### config.mk
export PLATFORM = sky130hd
export DESIGN_NAME = periph_bus_fabric
export DESIGN_NICKNAME = d
export VERILOG_FILES = /design/src/rtl/bus_fabric_pkg.sv /design/src/rtl/bus_timeout_counter.sv /design/src/rtl/periph_bus_fabric.sv
export SDC_FILE = /design/constraint.sdc
export NUM_CORES = 1
export LEC_CHECK = 0
export CORE_AREA = 2 2 148 150
export CTS_BUF_LIST = sky130_fd_sc_hd__clkbuf_8
export CTS_CLUSTER_DIAMETER = 150
export CTS_CLUSTER_SIZE = 14
export DETAILED_ROUTE_END_ITERATION = 6
export DIE_AREA = 0 0 150 152
export GPL_TIMING_DRIVEN = 0
export SLEW_MARGIN = 0
export SYNTH_ARGS = -nofsm -noshare
export SYNTH_HDL_FRONTEND = slang
export SYNTH_SLANG_ARGS = --single-unit
export TNS_END_PERCENT = 30
### constraint.sdc
create_clock -name clk -period 2.3 [get_ports clk]
set_clock_uncertainty 0.15 [all_clocks]
set_input_delay 0.46 -clock clk [delete_from_list [all_inputs] [get_ports clk]]
set_output_delay 0.46 -clock clk [all_outputs]
set_load 0.02 [all_outputs]
### src/rtl/bus_fabric_pkg.sv
// rtl/bus_fabric_pkg.sv - shared state encoding, default constants and slave indices for the peripheral bus fabric
package bus_fabric_pkg;

  typedef enum logic {
    IDLE = 1'b0,
    WAIT = 1'b1
  } state_t;

  localparam logic [31:0] DEF_ERR_DATA = 32'h66666666;
  localparam logic [15:0] DEF_BASE_SEL = 16'h0040;

  localparam int SLV_RAM  = 0;
  localparam int SLV_UART = 1;
  localparam int SLV_GPIO = 2;
  localparam int SLV_MULT = 3;
  localparam int SLV_DIV  = 4;
  localparam int SLV_BCD  = 5;

endpackage

### src/rtl/bus_timeout_counter.sv
// rtl/bus_timeout_counter.sv - wait-cycle counter, abort compare and sticky bus-error capture
module bus_timeout_counter #(
  parameter int TIMEOUT = 255,
  parameter int CNT_W   = 8
) (
  input  logic        clk,
  input  logic        rst,
  input  logic        start,
  input  logic        waiting,
  input  logic        ready,
  input  logic [31:0] addr,
  input  logic        err_clr,
  output logic        abort,
  output logic        err,
  output logic [31:0] err_addr
);

  logic [CNT_W-1:0] cnt;

  // cnt holds the number of WAIT cycles already elapsed, so the abort fires in the TIMEOUT-th one
  assign abort = waiting && !ready && (cnt == CNT_W'(TIMEOUT - 1));

  always_ff @(posedge clk or posedge rst) begin
    if (rst) begin
      cnt <= '0;
    end else if (start) begin
      cnt <= '0;
    end else if (waiting && !ready) begin
      cnt <= cnt + 1'b1;
    end
  end

  always_ff @(posedge clk or posedge rst) begin
    if (rst) begin
      err      <= 1'b0;
      err_addr <= '0;
    end else if (err_clr) begin
      err <= 1'b0;
    end else if (abort) begin
      err <= 1'b1;
      if (!err) err_addr <= addr;
    end
  end

endmodule

### src/rtl/periph_bus_fabric.sv
// rtl/periph_bus_fabric.sv - address decode, strobe/ready handshake and read-data capture between core and N slaves
// Optional stalled-transaction abort enabled by defining BUS_TIMEOUT_EN.
module periph_bus_fabric
  import bus_fabric_pkg::*;
#(
  parameter int                          N_SLAVES       = 6,
  parameter int                          SEL_HI         = 31,
  parameter int                          SEL_LO         = 16,
  parameter logic [SEL_HI-SEL_LO:0]      BASE_SEL       = DEF_BASE_SEL[SEL_HI-SEL_LO:0],
  parameter logic [N_SLAVES-1:0]         ZERO_WAIT_MASK = N_SLAVES'(1),
  parameter int                          TIMEOUT        = 255,
  parameter logic [31:0]                 ERR_DATA       = DEF_ERR_DATA
) (
  input  logic                     clk,
  input  logic                     rst,
  input  logic [31:0]              m_addr,
  input  logic [31:0]              m_wdata,
  input  logic [3:0]               m_wmask,
  input  logic                     m_rstrb,
  output logic [31:0]              m_rdata,
  output logic                     m_rbusy,
  output logic                     m_wbusy,
  output logic [N_SLAVES-1:0]      s_cs,
  output logic                     s_rd,
  output logic                     s_wr,
  output logic [3:0]               s_wmask,
  output logic [31:0]              s_wdata,
  input  logic [32*N_SLAVES-1:0]   s_rdata,
  input  logic [N_SLAVES-1:0]      s_ready,
  input  logic                     err_clr,
  output logic                     err,
  output logic [31:0]              err_addr
);

  localparam int SEL_W = SEL_HI - SEL_LO + 1;
  localparam int IDX_W = (N_SLAVES > 1) ? $clog2(N_SLAVES) : 1;

  state_t           state, state_n;
  logic [IDX_W-1:0] dec_idx, sel_q;
  logic             is_rd_q;
  logic             req_rd, req_wr, start, sel_ready, done, abort;
  logic [SEL_W-1:0] sel_field;
  logic [31:0]      rdata_arr [N_SLAVES];

  for (genvar i = 0; i < N_SLAVES; i++) begin : g_rdata
    assign rdata_arr[i] = s_rdata[32*i +: 32];
  end

  assign sel_field = m_addr[SEL_HI:SEL_LO];
  assign req_wr    = |m_wmask;
  assign req_rd    = m_rstrb && !req_wr;
  assign start     = (state == IDLE) && (req_rd || req_wr);
  assign sel_ready = s_ready[sel_q] || ZERO_WAIT_MASK[sel_q];
  assign done      = (state == WAIT) && sel_ready;
  assign s_wdata   = m_wdata;

  // Anything outside the slave window, above or below, falls through to slave 0
  always_comb begin
    dec_idx = '0;
    for (int i = 1; i < N_SLAVES; i++) begin
      if (sel_field == BASE_SEL + SEL_W'(i - 1)) dec_idx = IDX_W'(i);
    end
  end

`ifdef BUS_TIMEOUT_EN
  localparam int CNT_W = (TIMEOUT < 256) ? 8 : 16;
  logic [31:0] addr_q;

  always_ff @(posedge clk or posedge rst) begin
    if (rst)        addr_q <= '0;
    else if (start) addr_q <= m_addr;
  end

  bus_timeout_counter #(
    .TIMEOUT (TIMEOUT),
    .CNT_W   (CNT_W)
  ) u_timeout (
    .clk      (clk),
    .rst      (rst),
    .start    (start),
    .waiting  (state == WAIT),
    .ready    (sel_ready),
    .addr     (addr_q),
    .err_clr  (err_clr),
    .abort    (abort),
    .err      (err),
    .err_addr (err_addr)
  );
`else
  logic unused_ok;
  assign unused_ok = ^{err_clr, m_addr} ^ (TIMEOUT != 0);
  assign abort     = 1'b0;
  assign err       = 1'b0;
  assign err_addr  = '0;
`endif

  always_comb begin
    state_n = state;
    s_cs    = '0;
    s_rd    = 1'b0;
    s_wr    = 1'b0;
    s_wmask = '0;
    m_rbusy = 1'b0;
    m_wbusy = 1'b0;
    case (state)
      IDLE: begin
        if (start) begin
          s_cs    = N_SLAVES'(1) << dec_idx;
          s_rd    = req_rd;
          s_wr    = req_wr;
          s_wmask = m_wmask;
          state_n = WAIT;
        end
      end
      WAIT: begin
        s_cs    = N_SLAVES'(1) << sel_q;
        m_rbusy = is_rd_q;
        m_wbusy = !is_rd_q;
        if (done || abort) state_n = IDLE;
      end
    endcase
  end

  always_ff @(posedge clk or posedge rst) begin
    if (rst) begin
      state   <= IDLE;
      sel_q   <= '0;
      is_rd_q <= 1'b0;
      m_rdata <= '0;
    end else begin
      state <= state_n;
      if (start) begin
        sel_q   <= dec_idx;
        is_rd_q <= req_rd;
      end
      if (done && is_rd_q)       m_rdata <= rdata_arr[sel_q];
      else if (abort && is_rd_q) m_rdata <= ERR_DATA;
    end
  end

endmodule

# Word-level counts from Yosys, hierarchy flattened

Memory sizes are Yosys's and may differ from the RTL's.
Cells that the tools add are included.

ROM bits: 8
Flip-flop bits (word level): 37
Word-level logic and storage cells: 49
Memories: 1
Bits in writable memories: 0
Input bits: 270
Bits in latches: 0
Output and inout port bits: 111

Add/subtract/negate cells: 0
Eq/ne operators: 5
$lt $le $gt $ge: 2
Divide/modulo/power cells: 0
Bitwise operators: 2
Muxes and demuxes: 24
$mul: 0
Shift operators: 2
Reduce and logical (&&, ||, !) cells: 9

Memories:

| name             | depth | bits a word | rd ports | clocked after memory_dff | wr ports | line                    | RTL |
|---|---|---|---|---|---|---|---|
| (name not given) | 8     | 1           | 1        | 0                        | 0        | periph_bus_fabric.sv:53 | `assign sel_ready = s_ready[sel_q] \|\| ZERO_WAIT_MASK[sel_q];` |

Operators by type and width:

| operator                                                             | number |
|---|---|
| 32-bit binary-select mux with 3-bit select                           | 1 |
| 16-bit by 7-bit == test with 1-bit output, second input constant     | 5 |
| 32-bit 2-to-1 mux                                                    | 2 |
| 6-bit case mux with 2 select lines                                   | 1 |
| 1-bit by 3-bit left shift with 6-bit output, first input constant    | 2 |
| 1-bit 2-to-1 mux                                                     | 11 |
| 4-bit 2-to-1 mux                                                     | 2 |
| 3-bit 2-to-1 mux                                                     | 2 |
| 6-bit 2-to-1 mux                                                     | 1 |
| 4-bit >= comparator, second input constant                           | 1 |
| 1-bit logical AND                                                    | 4 |
| 3-bit by 4-bit < comparator with 1-bit output, second input constant | 1 |
| 2-bit 2-to-1 mux                                                     | 2 |
| 3-bit NOT with 4-bit output                                          | 1 |
| 4-bit OR reduction                                                   | 1 |
| 1-bit binary-select mux with 3-bit select                            | 1 |
| 1-bit logical NOT                                                    | 2 |
| 1-bit logical OR                                                     | 2 |
| 1-bit case mux with 2 select lines                                   | 1 |
| 1-bit NOT                                                            | 1 |

# Depth between registers and ports, before layout

Gate-level depths: netlist (run 1).

Depth in word-level cells: 9
Gate-level depth with buffers: 7
Gate-level depth less buffers: 4

# Worst setup path after synthesis (run 1)

OpenSTA, ideal clock, no wires.

Kind: in2out
Start: input m_addr[27]
End: output s_cs[3]
Path slack: -243 ps
Arrival time: 1933 ps
Required time: 1690 ps
Stages: 4
Path through: nor4_1 nand4_1 or2_1 o41ai_1

Longest elaborated chain between the ends: 9

Ends and longest elaborated chain:

| item                                          | line                     | RTL |
|---|---|---|
| from (decl)                                   | periph_bus_fabric.sv:16  | `input logic [31:0] m_addr,` |
| 16-bit by 7-bit == test with 1-bit output     | periph_bus_fabric.sv:61  | `if (sel_field == BASE_SEL + SEL_W'(i - 1)) dec_idx = IDX_W'(i);` |
| 1-bit 2-to-1 mux                              | periph_bus_fabric.sv:61  |  |
| 2-bit 2-to-1 mux (2 in a row)                 | periph_bus_fabric.sv:61  |  |
| 3-bit 2-to-1 mux                              | periph_bus_fabric.sv:61  |  |
| 3-bit 2-to-1 mux *                            | periph_bus_fabric.sv:61  |  |
| 1-bit by 3-bit left shift with 6-bit output * | periph_bus_fabric.sv:108 | `s_cs = N_SLAVES'(1) << dec_idx;` |
| 6-bit 2-to-1 mux *                            | periph_bus_fabric.sv:107 | `if (start) begin` |
| 6-bit case mux with 2 select lines *          | periph_bus_fabric.sv:105 | `case (state)` |
| to (decl)                                     | periph_bus_fabric.sv:23  | `output logic [N_SLAVES-1:0] s_cs,` |

Every way passes the cells marked *; elsewhere a longest branch is shown, timed or not.

# Worst setup path in the final report (run 1)

Start: input m_wmask[0]
End: output s_cs[2]

Longest elaborated chain between the ends: 7

Ends and longest elaborated chain:

| item                                 | line                     | RTL |
|---|---|---|
| from (decl)                          | periph_bus_fabric.sv:18  | `input logic [3:0] m_wmask,` |
| 4-bit OR reduction *                 | periph_bus_fabric.sv:50  | `assign req_wr = \|m_wmask;` |
| 1-bit logical NOT                    | periph_bus_fabric.sv:51  | `assign req_rd = m_rstrb && !req_wr;` |
| 1-bit logical AND                    | periph_bus_fabric.sv:51  |  |
| 1-bit logical OR *                   | periph_bus_fabric.sv:52  | `assign start = (state == IDLE) && (req_rd \|\| req_wr);` |
| 1-bit logical AND *                  | periph_bus_fabric.sv:52  |  |
| 6-bit 2-to-1 mux *                   | periph_bus_fabric.sv:107 |  |
| 6-bit case mux with 2 select lines * | periph_bus_fabric.sv:105 |  |

Marks and branches as above.

==> run_results.csv, run 1 <==
group,metric,value,unit
run_status,status,"completed",
floorplan,row_count,54,
cells_and_area,multi_input_area,0.00244,mm²
cts,clock_latency,300,ps
placement,dp_hpwl,13.6,mm
timing,relSlewSlack,0.624,
job,drv_cap,0,
worst_setup_path,crit_path_end_kind,"primary output",
worst_setup_path,cpPeakStageDelay,290,ps
cts,cts_buffers,5,
yosys,postSynthCellCount,382,
worst_setup_path,required,1690,ps
worst_setup_path,path_cells,"clkdlybuf4s15_1 -> nor4_4 -> a21o_1 -> or2_4 -> o31ai_2 -> buf_4",
yosys,synth.area.top_cells,"mux2i_1 26%, dfrtp_1 24%, buf_4 13%",
timing,setup_tns,0,ps
cts,cts_num_sinks,37,
cells_and_area,ff_latch_area,928,µm²
cts,clkTransAtPathRegs,70,ps
cells_and_area,utilization,0.354,
worst_setup_path,crit_path_max_fanout,4,
placement,numPortBuffers,297,
power,leakagePower,2.99,nW
hold_path,hold_path_class,"input pin to async pin",
yosys,synthFlopType,"dfrtp_1",
timing,min_period,2280,ps
floorplan,fp.dieArea,0.0228,mm²
global_route,grt_antenna_before_repair,0,
yosys,synth-seq-cells,37,
cts,clock_tree.root_cell,"clkbuf_8",
route,vias,4083,
worst_setup_path,rr_startpoint,"sel_q[0]",
route,routedWlPerCell,16.9,µm
floorplan,ioPinCount,381,
yosys,synth_top_area_cell,"mux2i_1",
route,ant_nets,0,
route,via_per_inst,4.05,
cts,hold_buffers,0,
yosys,ys_seq_area_frac,0.243,
timing,rsz0062_at_grt,"yes",
timing,tightest_slew,564,ps
route,drc,0,
yosys,synth_area,0.00381,mm²
floorplan,core,0.0214,mm²
floorplan,die_height,152,µm
cts,htreeDepth,2,
route,wl,17.0,mm
global_route,grt_pass1_vias,4264,
cts,cts_tree,"yes",
worst_setup_path,arrival,1670,ps
timing,finalSetupViolations,0,
yosys,syn_area_per_cell,9.97,µm²
power,power_density,531,mW/mm²
yosys,async_reset_ff_frac,1.00,
cells_and_area,area.growth.synth_to_final,98.3,%
route,wl_met2,8.73,mm
placement,place.gp.congestion,0.764,
timing,hold_viol,0,
route,m1WireLength,6.79,mm
timing,fin_crit_sh,0.993,
yosys,yosysTopAreaCellShare,0.258,
yosys,synth_edf_count,0,
floorplan,die_x,150,µm
route,first_iter_violations,70,
global_route,grt_use_total,0.143,
global_route,grt_max_degree,21,
global_route,globalRouteOverflowTotal,0,
route,firstDrtPassIters,6,
cells_and_area,nets,998,
timing,slew_viol_final,0,
yosys,yosysUniqueCellTypes,35,
cts,clockBufferDepth,2,
power,peakVddDrop,319,µV
worst_setup_path,start_kind,"input pin",
global_route,grt_pass1_wl,24.5,mm
cells_and_area,n_fill_cell,2198,
route,routed-wl-met3,1.38,mm
timing,max_freq,438,MHz
floorplan,start_util,0.178,
cells_and_area,drive_above_1_share,0.231,
route,highest_layer,"met4",
worst_setup_path,crit_slowest_cell,"or2_4",
yosys,yosysWarningCount,0,
cells_and_area,diodes,0,
worst_setup_path,worst-setup-path-type,"input pin to primary output",
worst_setup_path,startpoint,"m_wmask[0]",
-- worst paths after layout --
kind | end | slack, ps | cells after the start
min in group clk | m_rdata[18] | 360 | 1
worst min register to register | m_rdata[18] | 360 | 1
worst max register to register | m_rdata[10] | 120 | 8
worst min-delay path | m_rdata[18] | 320 | 2
max in group asynchronous | sel_q[2] | 1190 | 3
worst max-delay path | s_cs[2] | 20 | 6
-- worst max-delay path: cells and delay by family --
| family | cells | cell delay [ps] |
|---|---|---|
| AOI/OAI and AO/OA | 2 | 440 |
| buffers and inverters | 2 | 420 |
| and+or+nand+nor | 2 | 350 |
-- cells in the mapped netlist, types with 3 or more instances --
cell / instances
nand2b_1: 4
nor2_1: 9
buf_2: 12
a21oi_1: 3
o21ai_0: 30
a22o_1: 3
o22a_1: 32
mux2_4: 30
buf_6: 4
nand2_1: 5
dfrtp_1: 37
o21ai_1: 5
buf_4: 68
mux2i_1: 98
nor4_1: 3
nor2b_1: 5
clkbuf_1: 7
-- cells by family after synthesis --
| kind of cell | share of synthesized area |
|---|---|
| AO/OA/AOI/OAI | 0.144 |
| buffers and inverters | 0.174 |
| flip-flops | 0.243 |
| multiplexers | 0.382 |
| other | 0.000985 |
| AND/OR/NAND/NOR | 0.0569 |
-- power breakdown --
group          switching (W)  total (W)  internal, W
combinational       0.000970    0.00241      0.00144
clock               0.000252   0.000486     0.000234
sequential          0.000173    0.00112     0.000944
total                0.00140    0.00401      0.00261
-- routing by layer --
layer	vias up	GRT usage
met4	0	0.0274
li1	1992	-
met1	1892	0.168
met2	189	0.259
met5	-	0
met3	10	0.0357
-- cell type report --
class	count	share of cell area
plain buffers	91	0.0921
clock buffers	6	0.0109
clock inverters	1	0.000497
inverters	4	0.00199
multi-input cells	281	0.323
flip-flops and latches	37	0.123
well taps	280	0.0464
repair buffers	308	0.402
-- through the flow --
stage                     std cells  hold slack (ps)  setup WS, ps  cell area (µm²)  power, W
after global routing           1008              356         -54.7             7550   0.00424
final                          1008              325          16.0             7550   0.00401
after global placement          991              324          -946             7260   0.00352
after CTS                      1007              325         -80.1             7500   0.00408
after detailed placement        992              331          -961             7280   0.00354
after floorplan                 414              327          -191             3940   0.00229
-- registers in the layout, summed over array words and instances, names as in the netlist --
signal	flops
m_rdata	32
state	1
sel_q	3
is_rd_q	1
-- timing repair --
action,CTS,global route
resized for setup,108,23
endpoints found under the setup margin,42,23
setup buffers,10,1
pin swaps,13,8
-- layout by cell type, fill, tap and decap left out, types with 6 or more instances in the layout --
master | netlist | routed
conb_1 | 1 | 33
mux2i_1 | 98 | 98
buf_6 | 4 | 11
clkdlybuf4s50_1 | 0 | 266
buf_4 | 68 | 80
mux2_4 | 30 | 30
clkbuf_8 | 0 | 6
buf_2 | 12 | 16
o22a_1 | 32 | 32
nor2_1 | 9 | 8
o21ai_0 | 30 | 30
dfrtp_1 | 37 | 35
No activity file was read; power rests on OpenSTA's default activity.
==> inputs of run 2 (changes only) <==
--- a/config.mk
+++ b/config.mk
@@ -5,13 +5,14 @@
 export SDC_FILE = /design/constraint.sdc
 export NUM_CORES = 1
 export LEC_CHECK = 0
-export CORE_AREA = 2 2 148 150
-export CTS_BUF_LIST = sky130_fd_sc_hd__clkbuf_8
+export CORE_AREA = 2 2 146 148
+export CTS_BUF_LIST = sky130_fd_sc_hd__clkbuf_8 sky130_fd_sc_hd__clkbuf_16
 export CTS_CLUSTER_DIAMETER = 150
 export CTS_CLUSTER_SIZE = 14
 export DETAILED_ROUTE_END_ITERATION = 6
-export DIE_AREA = 0 0 150 152
+export DIE_AREA = 0 0 148 150
 export GPL_TIMING_DRIVEN = 0
+export SETUP_SLACK_MARGIN = 0.02
 export SLEW_MARGIN = 0
 export SYNTH_ARGS = -nofsm -noshare
 export SYNTH_HDL_FRONTEND = slang
==> run 2 against run 1 <==
Net effect: the flow now finishes with violations (negative setup slack); via count shrank 2.0%; core utilization is 1.4 points higher; non-clock buffer count down 3; design area up 0.75%; global-route usage fell by 0.14 points; sequential power about the same; register-to-register slack better by 20 ps; highest routed layer unchanged.
==> run_results.csv, run 2 (same netlist as run 1, synthesis figures left out) <==
group,metric,value,unit
run_status,status,"finished with violations",
run_status,violations,"negative setup slack",
timing,max_freq,418,MHz
placement,place_ws,-1020,ps
floorplan,die_x,148,µm
floorplan,die_height,150,µm
placement,numPortBuffers,297,
worst_setup_path,critical_path.most_common_cell,"buf_6",
worst_setup_path,required,1690,ps
timing,rsz0062_at_grt,"yes",
floorplan,start_util,0.184,
timing,min_period,2390,ps
timing,relSlewSlack,0.640,
cts,cts_num_sinks,37,
power,leakagePower,3.00,nW
worst_setup_path,cp_top_family,"buffers and inverters",
worst_setup_path,crit_path_max_fanout,7,
floorplan,core,0.0207,mm²
timing,fin_crit_sh,1.04,
route,via_per_inst,4.01,
timing,tightest_slew,540,ps
cells_and_area,nets,995,
route,drc,0,
worst_setup_path,start_kind,"input pin",
cts,cts_buffers,5,
worst_setup_path,cp.buffers_inverters,4,
placement,place.gp.congestion,0.725,
cts,cts_tree,"yes",
cells_and_area,largest_register_ffs,32,
global_route,grt_antenna_before_repair,0,
cells_and_area,n_fill_cell,2123,
worst_setup_path,worst-setup-path-type,"input pin to primary output",
cells_and_area,area.growth.synth_to_final,99.8,%
global_route,grt_use_total,0.141,
floorplan,ioPinCount,381,
route,vias,4003,
cts,clock_tree.root_cell,"clkbuf_16",
cells_and_area,layout_commonest_cell,"clkdlybuf4s50_1",
global_route,grt_pass1_vias,4105,
power,power_density,550,mW/mm²
global_route,globalRouteOverflowTotal,0,
route,firstDrtPassIters,4,
timing,slew_viol_final,0,
timing,setup_tns,-101,ps
cells_and_area,drive_above_1_share,0.231,
cts,hold_buffers,0,
cts,htreeDepth,2,
route,routedWlPerCell,16.7,µm
route,ant_nets,0,
timing,finalWorstSetupSlack,-94.4,ps
worst_setup_path,cpPeakStageDelay,290,ps
worst_setup_path,arrival,1780,ps
timing,finalSetupViolations,3,
cts,clkTransAtPathRegs,60,ps
route,wl,16.7,mm
cts,clockBufferDepth,2,
cells_and_area,largest-register,"m_rdata",
timing,whs,348,ps
route,first_iter_violations,107,
cells_and_area,layout_common_cells,"268 x clkdlybuf4s50_1, 98 x mux2i_1, 79 x buf_4",
hold_path,hold_path_class,"input pin to async pin",
floorplan,row_count,53,
worst_setup_path,crit_path_end_kind,"primary output",
cells_and_area,diodes,0,
cts,clock_latency,290,ps
placement,dp_hpwl,13.2,mm
cells_and_area,reg.largest.list,"m_rdata: 32 flops, sel_q: 3 flops",
global_route,grt_max_degree,38,
power,peakVddDrop,233,µV
worst_setup_path,crit_slowest_cell,"or2_4",
global_route,grt_pass1_wl,23.6,mm
timing,hold_viol,0,
job,drv_cap,0,
worst_setup_path,path_cells,"dlygate4sd2_1 -> inv_1 -> a21o_4 -> or2_4 -> buf_6 -> o31ai_4 -> buf_6",
floorplan,fp.dieArea,0.0222,mm²
[run 2: cell count changes in the layout (fill, tap and decap cells not counted), moves of 2 or more]
cell | previous run | this run
clkbuf_16 | 0 | 5
dlygate4sd2_1 | 5 | 7
o41ai_2 | 2 | 0
clkdlybuf4s50_1 | 266 | 268
o41ai_4 | 0 | 2
clkbuf_1 | 5 | 3
clkbuf_8 | 6 | 0
dlymetal6s2s_1 | 5 | 2
[run 2: per-layer routing]
layer,part of all wire,up-vias,track usage
met3,0.083,7,0.0396
li1,-,1988,-
met4,0.0093,0,0.0300
met1,0.41,1816,0.169
met5,0,-,0
met2,0.50,192,0.251
[run 2: what timing repair did]
item | CTS | global route
cloned | 0 | 0
gates resized for setup | 121 | 14
endpoints found under the hold margin | 0 | 0
setup buffers | 6 | 2
pin swaps | 12 | 5
setup endpoints to repair | 43 | 35
[run 2: layout make-up]
class / count / area (µm²) / area share
Clock inverter: 1 / 5.00 / 0.000658
Clock buffer: 5 / 125 / 0.0165
Timing Repair Buffer: 306 / 3020 / 0.397
Buffer: 90 / 689 / 0.0906
Multi-Input combinational cell: 281 / 2480 / 0.326
Sequential cell: 37 / 927 / 0.122
Tap cell: 275 / 344 / 0.0452
Inverter: 4 / 15.0 / 0.00197
[run 2: where the power goes]
part	switching (W)	internal (W)
Clock	0.000271	0.000388
Sequential	0.000167	0.000946
Combinational	0.000973	0.00144
[run 2: per-stage QoR]
stage	instance area, µm²	total power (W)	util	instances
2_1_floorplan	3940	0.00229	-	414
4_1_cts	7570	0.00424	0.366	999
5_1_grt	7610	0.00442	0.368	999
3_5_place_dp	7280	0.00353	0.352	987
3_3_place_gp	7260	0.00353	0.351	986
6_report	7610	0.00418	0.368	999
[run 2: path summary, 6_finish.rpt]
| check | start | end | slack, ps | cells past startpoint |
|---|---|---|---|---|
| min | rst | m_rdata[16] | 350 | 3 |
| max | m_rstrb | s_cs[2] | -90 | 7 |
| max in group asynchronous | rst | state | 1420 | 3 |
| max reg2reg | sel_q[2] | m_rdata[22] | 140 | 5 |
| min in group clk | m_rdata[6] | m_rdata[6] | 350 | 1 |
| min reg2reg | m_rdata[6] | m_rdata[6] | 350 | 1 |
[run 2: worst reg2reg max path, stage by stage, from the launching register on]
cell	delay, ps
dfrtp_1	480
or4_1	580
and4_4	220
buf_6	130
buf_6	170
mux2_4	310
==> inputs of run 3 (changes only) <==
--- a/config.mk
+++ b/config.mk
@@ -5,7 +5,7 @@
 export SDC_FILE = /design/constraint.sdc
 export NUM_CORES = 1
 export LEC_CHECK = 0
-export CORE_AREA = 2 2 146 148
+export CORE_AREA = 4 4 144 146
 export CTS_BUF_LIST = sky130_fd_sc_hd__clkbuf_8 sky130_fd_sc_hd__clkbuf_16
 export CTS_CLUSTER_DIAMETER = 150
 export CTS_CLUSTER_SIZE = 14
==> run 3 against run 2 <==
Net effect: the flow now finishes without violations; design area fell by 0.59%; via count rose by 0.92%; core utilization rose by 2.2 points; clock power rose by 5.5%; critical path type unchanged; critical path depth fell by 1; final cell count fell by 1.0%; die area did not move.
==> run_results.csv, run 3 (same netlist as run 1, synthesis figures left out) <==
group,metric,value,unit
placement,dpl_cell_area,0.00725,mm²
global_route,globalRouteOverflowTotal,0,
worst_setup_path,required,1690,ps
timing,tightest_slew,871,ps
global_route,grt_pass1_wl,24.0,mm
cts,clock_tree.root_cell,"clkbuf_16",
route,firstDrtPassIters,4,
global_route,grt_pass1_vias,4244,
route,vias,4040,
power,peakVddDrop,256,µV
cells_and_area,ff_latch_area,927,µm²
route,via_per_inst,4.08,
floorplan,core,0.0194,mm²
timing,max_freq,440,MHz
worst_setup_path,rr_startpoint,"sel_q[0]",
placement,numPortBuffers,297,
worst_setup_path,crit_path_max_fanout,4,
cells_and_area,layout_common_cells,"268 x clkdlybuf4s50_1, 98 x mux2i_1, 78 x buf_4",
route,ant_nets,0,
global_route,grt_use_total,0.141,
worst_setup_path,start_kind,"input pin",
job,drv_cap,0,
floorplan,die_height,150,µm
floorplan,start_util,0.196,
route,first_iter_violations,88,
cts,cts_num_sinks,37,
cells_and_area,largest-register,"m_rdata",
cells_and_area,largest_register_ffs,32,
route,wl,16.9,mm
cells_and_area,n_fill_cell,1981,
worst_setup_path,startpoint,"m_addr[21]",
run_status,status,"completed",
cells_and_area,diodes,0,
worst_setup_path,crit_path_end_kind,"primary output",
global_route,grt_max_degree,38,
floorplan,ioPinCount,381,
power,leakagePower,2.98,nW
timing,finalSetupViolations,0,
placement,place.gp.congestion,0.754,
floorplan,row_count,51,
timing,rsz0062_at_grt,"yes",
worst_setup_path,crit_slowest_cell,"or2_4",
worst_setup_path,worst-setup-path-type,"input pin to primary output",
timing,hold_viol,0,
hold_path,holdCritStartpoint,"m_rdata[7]",
power,power_density,557,mW/mm²
cells_and_area,multi_input_area,0.00245,mm²
cells_and_area,area.growth.synth_to_final,98.6,%
cells_and_area,layout_commonest_cell,"clkdlybuf4s50_1",
cells_and_area,nets,994,
cells_and_area,reg.largest.list,"m_rdata: 32 flops, sel_q: 3 flops",
cts,clkTransAtPathRegs,60,ps
cells_and_area,utilization,0.390,
timing,slew_viol_final,0,
cts,htreeDepth,2,
worst_setup_path,cpPeakStageDelay,300,ps
cts,clockBufferDepth,2,
timing,relSlewSlack,0.418,
floorplan,die_x,148,µm
route,drc,0,
cts,clock_latency,290,ps
worst_setup_path,cp.buffers_inverters,2,
cells_and_area,drive_above_1_share,0.228,
global_route,grt_antenna_before_repair,0,
placement,dp_hpwl,13.6,mm
timing,min_period,2270,ps
hold_path,hold_path_class,"flip-flop to flip-flop",
worst_setup_path,cp_top_family,"simple AND/OR/NAND/NOR gates",
cts,hold_buffers,0,
worst_setup_path,path_cells,"buf_6 -> nor4_4 -> nand4_1 -> or2_4 -> o41ai_2 -> buf_4",
timing,setup_tns,0,ps
cts,cts_tree,"yes",
route,routedWlPerCell,17.1,µm
worst_setup_path,arrival,1660,ps
cells_and_area,final_cell_area,0.00756,mm²
timing,fin_crit_sh,0.988,
cts,cts_buffers,5,
floorplan,fp.dieArea,0.0222,mm²
## run 3: per-stage QoR
stage | instances | power [W] | hold slack, ps | setup WS [ps]
after floorplan | 414 | 0.00229 | 327 | -51.9
after CTS | 988 | 0.00427 | 345 | -91.3
final | 989 | 0.00421 | 341 | 27.6
after global placement | 976 | 0.00352 | 321 | -930
after global routing | 989 | 0.00444 | 363 | -73.2
after detailed placement | 976 | 0.00353 | 330 | -944
## run 3: per-layer routing
layer | up-vias | wire length (µm) | global-route usage
li1 | 1987 | - | -
met1 | 1852 | 6530 | 0.160
met2 | 194 | 8680 | 0.259
met3 | 7 | 1570 | 0.0475
met4 | 0 | 134 | 0.0245
met5 | - | 0 | 0
## run 3: final cells by class
class	instances	share of cell area
Timing Repair Buffer	304	0.397
Multi-Input combinational cell	281	0.324
Sequential cell	37	0.123
Buffer	91	0.0922
Tap cell	265	0.0439
Clock buffer	6	0.0184
Inverter	4	0.00199
Clock inverter	1	0.000496
## run 3: report_power, final
| part | switching (W) | total [W] | internal, W |
|---|---|---|---|
| clock | 0.000273 | 0.000695 | 0.000422 |
| combinational | 0.000970 | 0.00241 | 0.00144 |
| sequential | 0.000161 | 0.00111 | 0.000946 |
## run 3: timing repair
| item | in CTS | in global routing |
|---|---|---|
| setup buffers | 6 | 1 |
| gates resized for setup | 113 | 17 |
| setup endpoints to repair | 46 | 12 |
| pin swaps | 12 | 7 |
## run 3: final timing paths
kind	to	slack, ps	depth (start not counted)
hold / removal	m_rdata[7]	340	1
setup / recovery	s_cs[1]	30	6
hold reg to reg	m_rdata[7]	340	1
min in group asynchronous	m_rdata[18]	530	2
max in group asynchronous	state	870	2
setup reg to reg	m_rdata[6]	190	8
## run 3: worst reg2reg max path, delay by kind of cell, from the launching register on
kind,cells,cell delay [ps]
compound gates,2,270
flops,1,360
mux,2,610
buf+inv,4,610
